`src/rtl/mem_rr_arbiter.sv`:
```
// rtl/mem_rr_arbiter.sv - two-requester round-robin arbiter and sequencer for a shared single-port memory
module mem_rr_arbiter #(
  parameter int ADDR_WIDTH = 3,
  parameter int DATA_WIDTH = 4,
  parameter int DEPTH      = 8
) (
  input  logic                  clk,
  input  logic                  rst,
  input  logic                  req0,
  input  logic                  req1,
  input  logic                  we0,
  input  logic                  we1,
  input  logic [ADDR_WIDTH-1:0] addr0,
  input  logic [ADDR_WIDTH-1:0] addr1,
  input  logic [DATA_WIDTH-1:0] wdata0,
  input  logic [DATA_WIDTH-1:0] wdata1,
  output logic                  gnt0,
  output logic                  gnt1,
  output logic                  rvalid0,
  output logic                  rvalid1,
  output logic [DATA_WIDTH-1:0] rdata0,
  output logic [DATA_WIDTH-1:0] rdata1,
  output logic                  err0,
  output logic                  err1,
  output logic [ADDR_WIDTH-1:0] mem_addr,
  output logic [DATA_WIDTH-1:0] mem_wdata,
  output logic                  mem_we,
  input  logic [DATA_WIDTH-1:0] mem_rdata,
  output logic                  busy
);

  typedef enum logic [1:0] {IDLE, ACCESS, RESP} state_t;

  // One extra bit so DEPTH == 2**ADDR_WIDTH still compares correctly
  localparam logic [ADDR_WIDTH:0] DEPTH_W = (ADDR_WIDTH + 1)'(DEPTH);

  state_t                state, state_nx;
  logic                  ptr, ptr_nx;
  logic                  cmd_port, cmd_port_nx;
  logic                  cmd_we, cmd_we_nx;
  logic                  cmd_ok, cmd_ok_nx;

  logic                  gnt0_nx, gnt1_nx;
  logic                  rvalid0_nx, rvalid1_nx;
  logic                  err0_nx, err1_nx;
  logic [DATA_WIDTH-1:0] rdata0_nx, rdata1_nx;
  logic [ADDR_WIDTH-1:0] mem_addr_nx;
  logic [DATA_WIDTH-1:0] mem_wdata_nx;
  logic                  mem_we_nx;
  logic                  busy_nx;

  logic                  sel;
  logic                  sel_we;
  logic [ADDR_WIDTH-1:0] sel_addr;
  logic [DATA_WIDTH-1:0] sel_wdata;
  logic                  sel_ok;

  always_comb begin
    sel       = (req0 && req1) ? ptr : req1;
    sel_we    = sel ? we1 : we0;
    sel_addr  = sel ? addr1 : addr0;
    sel_wdata = sel ? wdata1 : wdata0;
    sel_ok    = ({1'b0, sel_addr} < DEPTH_W);
  end

  always_comb begin
    state_nx     = state;
    ptr_nx       = ptr;
    cmd_port_nx  = cmd_port;
    cmd_we_nx    = cmd_we;
    cmd_ok_nx    = cmd_ok;
    gnt0_nx      = 1'b0;
    gnt1_nx      = 1'b0;
    rvalid0_nx   = 1'b0;
    rvalid1_nx   = 1'b0;
    err0_nx      = 1'b0;
    err1_nx      = 1'b0;
    rdata0_nx    = rdata0;
    rdata1_nx    = rdata1;
    mem_addr_nx  = '0;
    mem_wdata_nx = '0;
    mem_we_nx    = 1'b0;

    case (state)
      IDLE: begin
        if (req0 || req1) begin
          state_nx    = ACCESS;
          ptr_nx      = ~sel;
          cmd_port_nx = sel;
          cmd_we_nx   = sel_we;
          cmd_ok_nx   = sel_ok;
          gnt0_nx     = ~sel;
          gnt1_nx     = sel;
          // The memory bus is loaded here so it is already valid during ACCESS
          if (sel_ok) begin
            mem_addr_nx  = sel_addr;
            mem_wdata_nx = sel_wdata;
            mem_we_nx    = sel_we;
          end
        end
      end
      ACCESS: begin
        state_nx = RESP;
        if (cmd_ok && !cmd_we) begin
          if (cmd_port) rdata1_nx = mem_rdata;
          else          rdata0_nx = mem_rdata;
        end
        rvalid0_nx = ~cmd_port;
        rvalid1_nx = cmd_port;
        err0_nx    = ~cmd_port & ~cmd_ok;
        err1_nx    = cmd_port & ~cmd_ok;
      end
      RESP: begin
        state_nx = IDLE;
      end
      default: begin
        state_nx = IDLE;
      end
    endcase

    busy_nx = (state_nx != IDLE);
  end

  always_ff @(posedge clk) begin
    if (rst) begin
      state     <= IDLE;
      ptr       <= 1'b0;
      cmd_port  <= 1'b0;
      cmd_we    <= 1'b0;
      cmd_ok    <= 1'b0;
      gnt0      <= 1'b0;
      gnt1      <= 1'b0;
      rvalid0   <= 1'b0;
      rvalid1   <= 1'b0;
      err0      <= 1'b0;
      err1      <= 1'b0;
      rdata0    <= '0;
      rdata1    <= '0;
      mem_addr  <= '0;
      mem_wdata <= '0;
      mem_we    <= 1'b0;
      busy      <= 1'b0;
    end else begin
      state     <= state_nx;
      ptr       <= ptr_nx;
      cmd_port  <= cmd_port_nx;
      cmd_we    <= cmd_we_nx;
      cmd_ok    <= cmd_ok_nx;
      gnt0      <= gnt0_nx;
      gnt1      <= gnt1_nx;
      rvalid0   <= rvalid0_nx;
      rvalid1   <= rvalid1_nx;
      err0      <= err0_nx;
      err1      <= err1_nx;
      rdata0    <= rdata0_nx;
      rdata1    <= rdata1_nx;
      mem_addr  <= mem_addr_nx;
      mem_wdata <= mem_wdata_nx;
      mem_we    <= mem_we_nx;
      busy      <= busy_nx;
    end
  end

endmodule

```
`config.mk`:
```
export PLATFORM = sky130hd
export DESIGN_NAME = mem_rr_arbiter
export DESIGN_NICKNAME = d
export VERILOG_FILES = /design/src/rtl/mem_rr_arbiter.sv
export SDC_FILE = /design/constraint.sdc
export NUM_CORES = 1
export LEC_CHECK = 0
export CAP_MARGIN = 20
export CORE_MARGIN = 8
export CORE_UTILIZATION = 40
export DETAILED_ROUTE_END_ITERATION = 6
export GPL_TIMING_DRIVEN = 0
export PLACE_DENSITY = 0.8
export SYNTH_ARGS = -nofsm -noshare
export SYNTH_HDL_FRONTEND = slang
export SYNTH_SLANG_ARGS = --single-unit
```
`constraint.sdc`:
```
create_clock -name clk -period 1.5 [get_ports clk]
set_input_delay 0.225 -clock clk [delete_from_list [all_inputs] [get_ports clk]]
set_output_delay 0.225 -clock clk [all_outputs]
set_load 0.005 [all_outputs]
```
======== Word-level counts from Yosys, hierarchy flattened ========
Cells that the tools add are included.
Widths: inputs -> output; s select.
word-level totals
  output and inout bits ................... 23
  register bits after elaboration ......... 29
  input bits .............................. 24
  word-level logic and storage cells ...... 43
operators by class
  bitwise logic cells ..................... 8
  muxes and demuxes ....................... 6
  reductions and logical operators ........ 11
  equal/unequal tests ..................... 1
operators with widths
  kind                number
  $not 1->1           6
  $reduce_and 3->1    2
  $mux 4              1
  $pmux 2 s2          1
  $mux 3              1
  $reduce_or 3->1     1
  $and 1x1->1         2
  $eq 2x1->1 const B  1
  $logic_and 1x1->1   2
  $logic_not 2->1     1
  $mux 1              2
  $mux 2              1
  $reduce_and 2->1    1
  $reduce_bool 2->1   1
  $reduce_or 2->1     1
  $logic_not 1->1     1
  $logic_or 1x1->1    1

======== Longest topological paths before layout ========
Gate-level depths: netlist of run 1.
  word-level depth ........................ 4
  gate-level depth with buffers ........... 4
  mapped depth without buffers ............ 3

======== Worst setup path after synthesis of run 1 ========
Ideal clock, no wire load.
  kind .................................... register to register
  from .................................... reg ptr
  to ...................................... reg mem_addr[0]
  data required time ...................... 1.383 ns
  setup time .............................. 0.117 ns
  period minus slack after synthesis ...... 1.095 ns
  arrival time ............................ 0.978 ns
  stages on the path, launching flop included .. 5
  setup slack ............................. 0.405 ns
  path buffers ............................ 1
  cells stage by stage .................... dfxtp_1 nand2b_1 and3_1 buf_6 a22o_1
between the ends
  word-level cells in the longest chain between the ends .. 2
ends and longest elaborated chain
  item                      line  RTL
  start: declaration        38    logic ptr, ptr_nx;
  start signal: assignment  145   ptr <= ptr_nx;
  $mux 1                    59    sel = (req0 && req1) ? ptr : req1;
  $mux 3                    61    sel_addr = sel ? addr1 : addr0;
  end signal: assignment    157   mem_addr <= mem_addr_nx;
  end: declaration          25    output logic [ADDR_WIDTH-1:0] mem_addr,
No other way between the ends.
A chain may end at the register's enable or synchronous reset.

======== Final worst setup path of run 1 ========
  from .................................... reg rdata1[0]
  to ...................................... out rdata1[0]
RTL lines
  item                      line  RTL
  start: declaration        22    output logic [DATA_WIDTH-1:0] rdata1,
  start signal: assignment  156   rdata1 <= rdata1_nx;
No word-level cell between the ends.

==> results of run 1 <==
==> path summary, 6_finish.rpt <==
check                 start      endpoint  slack (ns)  cells after the start
setup / recovery  rdata1[0]     rdata1[0]        0.10                      1
hold / removal       cmd_ok          err0        0.45                      1
setup reg to reg        ptr  mem_wdata[1]        0.32                      4
hold reg to reg      cmd_ok          err0        0.45                      1
==> layer usage <==
metal / vias to the layer above / track usage
met1: 407 / 0.1292
met3: 7 / 0.05872
met5: - / 0
met2: 20 / 0.2151
li1: 421 / -
met4: 0 / 0.05867
==> through the flow <==
stage / TNS [ns] / hold slack (ns)
after floorplan: 0 / 0.3411
after global placement: -1.214 / 0.4412
after detailed placement: -2.365 / 0.4448
after CTS: 0 / 0.4579
after global routing: 0 / 0.4848
final: 0 / 0.4506
==> synthesized netlist by cell type <==
master,n
a21bo_2,1
a21oi_1,3
a22o_1,7
a311oi_1,2
and2_1,2
and2_4,1
and2b_1,1
and3_1,3
and4bb_1,1
buf_2,1
buf_6,1
clkbuf_1,1
dfxtp_1,29
inv_1,2
inv_2,1
mux2i_1,8
nand2_1,4
nand2b_1,15
nand3_1,1
nor2_1,2
nor3_1,1
nor3_2,1
o21ai_0,1
o21bai_1,1
or2_4,1
or3b_1,1
==> cell families after synthesis <==
kind of cell / Yosys count
mux: 8
flops: 29
compound gates: 15
buf+inv: 6
simple gates: 34
==> cells in the final DEF (no fill, tap or decap), types with 3 or more instances in the layout <==
cell type        synthesis  layout
clkdlybuf4s50_1          0      46
a21oi_1                  3       3
nand2_1                  4       4
mux2i_1                  8       8
and3_1                   3       3
dfxtp_1                 29      29
clkbuf_4                 0       5
nand2b_1                15      15
a22o_1                   7       7
==> final cells by class <==
| type | instances | area, sq um |
|---|---|---|
| buffer | 3 | 20.02 |
| clock buffer | 7 | 55.05 |
| fill | 206 | 879.6 |
| inverter | 3 | 11.26 |
| multi-input combinational | 57 | 410.4 |
| sequential | 29 | 580.6 |
| tap | 30 | 37.54 |
| timing repair buffer | 46 | 460.4 |
==> report_power, final <==
part / total [mW] / internal (mW) / switching [mW]
logic: 0.239 / 0.155 / 0.0831
clock network: 0.467 / 0.221 / 0.247
registers: 0.840 / 0.816 / 0.0237
total: 1.55 / 1.19 / 0.353
==> sequential cells by signal, indices dropped and copies added, names as in the netlist, 2 cells and up <==
register   flops
mem_wdata      4
rdata0         4
rdata1         4
mem_addr       3
state          2
==> metrics, run 1 <==
maximum buffer depth of the clock tree=2; Site Rows=18; Crit path largest cell delay=between 0.5 and 0.6 ns; max frequency=716.0 MHz; DR WL met3=around 160 microns; number of placed I/O pins=47; Die Y-Extent=66.55 microns; Max Slew Vio Count=0; fin cells=175; number of antenna violations at the first check in global routing=0; DRT met1 WL=a little under 1 mm; Top Metal Used=met4; worst path bufs/invs=1; Worst Setup Slack, final=about 0.10 ns; Root Driver=clkbuf_4; cell count after synthesis=just over 90; clock buffer count from CTS=5; layout cell share with drive strength beyond 1=0.08966; post_cts resized=0; drt pass-1 iters=3; grt ovf=0; Clock Skews=~0.010 ns; DP Cell Count=168; Initial Util=0.4164; CP Data Required Time=1.27 ns; Synth Warn #=0; Synth cell types=26; H-tree level count=2; area share of and/or/nand/nor cells after synthesis=0.2093; Tot GR Track Use=0.1268; pin count of the biggest net entering global routing=11; Nets=169; crit path launch type=flip-flop; adder-cell area share of the yosys netlist=0; largest family of logic cells by synthesized area=simple AND/OR/NAND/NOR gates; sequential fraction of the synthesis area=0.5679; GP Congestion=0.7705; initial DRC count=14; dpl cell area=~1500 sq um; crit share post-route=0.9310; min Tclk post-route=approximately 1.4 ns; Worst Setup End Kind=primary output; Lkg Pwr=roughly 0.65 nW; clock latency on the worst-skew pair=around 0.32 ns; clk slew on worst S/H paths=approximately 0.09 ns; die area=4429 sq um; Slew Limit Headroom=0.7519; CP delay by family, top=buffers and inverters; Yosys top cell by area=dfxtp_1; Pwr Total=1.546 mW; DR WL met2=between 1 and 1.5 mm; Yosys reg bits=29; DP HPWL=~2.1 mm; # diodes=0; Vias/cell=a little under 5; Net Count, Synth=116; drt wl/cell=about 15 microns; CP cell instances=clkdlybuf4s50_1; syn_area_per_cell=between 10 and 15 sq um; Hold Buf Count CTS=0; first-pass GRT wire length=4.167 mm; Routed Antenna Nets=0; CP arrival=~1.2 ns; unrepaired setup endpoints after global routing=false; core footprint=between 2000 and 2500 sq um; final instance area=roughly 1600 sq um; Slew @ Worst Pin=around 0.37 ns; Post-Synthesis Cell Area=1022 sq um; die width=about 67 microns; kind of critical path=reg2out; DRC Markers=0; max_cap viols=0; Sink Count=29; vias in the first global route=900; CTS tree=yes; worst ir drop on vdd=roughly 0.75 mV; status=finished clean; utilization after layout=0.6417; Syn-to-layout area delta=54.10%; pwr dens=between 900 and 1000 nW/um^2; XOR/XNOR Fraction of Synth Area=0; Worst path slowest cell=clkdlybuf4s50_1; via count=~860; multiplexer share of the synthesized area=0.07834; post-CTS setup buffer count=0; final hold vios=0; Worst Hold Class=reg2reg; Synth area leaders=dfxtp_1, nand2b_1, mux2i_1; drt total wl=~2.6 mm; I/O Buffers=46; Yosys top cell area share=0.5679; pre-CTS WS=-0.1891 ns; final setup violation count=0; CP Max Fanout=2; Synth Area in Compound Gates=0.1138
No activity file was read; power rests on OpenSTA's default activity.
==> inputs of run 2 (changes only) <==
CORE_MARGIN = unset   (was 8)
==> run 2 against run 1 <==
Via count fell by 3.0%; clock skew fell by 0.0073 ns; utilization rose by 4.3 points; sequential cell count did not move; sequential share of layout area fell by 0.29 points; first-iteration DRC count fell by 14%.
==> metrics, run 2 (synthesis results as in run 1) <==
post-CTS setup buffer count=0; unrepaired setup endpoints after global routing=false; Worst path slowest cell=clkdlybuf4s50_1; kind of critical path=reg2out; Initial Util=0.4409; Hold Buf Count CTS=0; CP delay by family, top=buffers and inverters; Slew @ Worst Pin=between 0.3 and 0.4 ns; Storage cell area=580.6 sq um; fin cells=174; initial DRC count=12; FF-to-FF End=mem_wdata[1]; Lkg Pwr=roughly 0.66 nW; max_cap viols=0; Combinational Power Share=0.146; Top Registers=mem_wdata x4, rdata0 x4, rdata1 x4; worst ir drop on vdd=0.6460 mV; Syn-to-layout area delta=55.32%; Clock Skews=between 0.003 and 0.004 ns; clk slew on worst S/H paths=around 0.09 ns; final setup violation count=0; DRC Markers=0; I/O Buffers=46; crit share post-route=0.9281; Flop pwr share=0.524; grt ovf=0; R2R depth=4; final hold vios=0; clock latency on the worst-skew pair=0.32 ns; Crit path largest cell delay=~0.5 ns; drt pass-1 iters=4; reg2reg setup slack=around 0.32 ns; CTS tree=yes; GP Congestion=about 0.76; Sink Count=29; core footprint=around 2300 sq um; # diodes=0; Root Driver=clkbuf_4; commonest cells after routing, fill and taps aside=clkdlybuf4s50_1, dfxtp_1, nand2b_1; Worst Setup Slack, final=roughly 0.11 ns; vias in the first global route=between 700 and 800; pin count of the biggest net entering global routing=11; min Tclk post-route=~1.4 ns; Worst Setup End Kind=primary output; multi-input combinational cell area=410.4 sq um; pre-CTS WS=-0.1072 ns; Site Rows=17; HP Start=cmd_ok; CP Max Fanout=2; drt total wl=2.034 mm; drt wl/cell=11.69 microns; number of antenna violations at the first check in global routing=0; die width=approximately 53 microns; most common cell after layout, fill and taps aside=clkdlybuf4s50_1; Routed Antenna Nets=0; Internal=1.243 mW; Tot GR Track Use=0.1640; Fill cells=roughly 190; Switching Share=0.2241; first-pass GRT wire length=roughly 3.2 mm; status=finished clean; DP Cell Count=about 170; Vias/cell=4.764; CP arrival=~1.2 ns; via count=around 830; Net Sw Power=0.3589 mW; Nets=169; Pwr Total=1.601 mW; number of placed I/O pins=47; Clock Power Share=0.331; post_cts resized=0; pwr dens=~1000 nW/um^2; maximum buffer depth of the clock tree=2; CP cell instances=clkdlybuf4s50_1; Worst Hold Class=reg2reg; layout cell share with drive strength beyond 1=0.1027; H-tree level count=2; Hold Path End=err0; crit path launch type=flip-flop; hold path depth=1; clock buffer count from CTS=5; TNS Setup=0 ns; Reg2Reg Launch Point=ptr; Slew Limit Headroom=0.7838; DP HPWL=approximately 1.6 mm; worst path bufs/invs=1; die area=2762 sq um; Die Y-Extent=roughly 53 microns; max frequency=~720 MHz; CP Data Required Time=around 1.3 ns; Max Slew Vio Count=0
[run 2: worst max-delay path by stage]
stage,from,endpoint,depth (start not counted)
4_1_cts,rdata1[2],rdata1[2],1
3_5_place_dp,rst,mem_wdata[1],5
2_1_floorplan,ptr,mem_addr[0],4
6_report,rdata1[2],rdata1[2],1
3_3_place_gp,rst,mem_wdata[1],5
5_1_grt,rdata1[2],rdata1[2],1
[run 2: power by group through the flow]
| stage | registers (mW) | logic [mW] | clock network [mW] |
|---|---|---|---|
| after global placement | 0.856 | 0.229 | 0 |
| after detailed placement | 0.858 | 0.234 | 0 |
| after floorplan | 0.858 | 0.0896 | 0 |
| final | 0.839 | 0.233 | 0.529 |
| after CTS | 0.839 | 0.236 | 0.546 |
| after global routing | 0.845 | 0.253 | 0.571 |
[run 2: stage by stage]
| stage | instance area [sq um] | util | hold WS, ns |
|---|---|---|---|
| floorplan | 1022 | - | 0.3411 |
| global placement | 1518 | 0.6546 | 0.4480 |
| detailed placement | 1518 | 0.6546 | 0.4447 |
| CTS | 1588 | 0.6848 | 0.4605 |
| global route | 1588 | 0.6848 | 0.4875 |
| finish | 1588 | 0.6848 | 0.4565 |
[run 2: metal layers]
metal  routed length (microns)  up-vias  global-route usage
met5                         0        -                   0
met4                        46        0              0.1053
met3                        93        7             0.06087
met2                      1025       21              0.2658
met1                       869      375              0.1777
li1                          -      426                   -
[run 2: area by class of cell]
cell class                 instances  share of cell area
buffer                             3             0.01261
multi-input combinational         57              0.2585
clock inverter                     1            0.003152
sequential                        29              0.3656
inverter                           3            0.007092
clock buffer                       7             0.04098
tap                               28             0.02206
timing repair buffer              46              0.2900
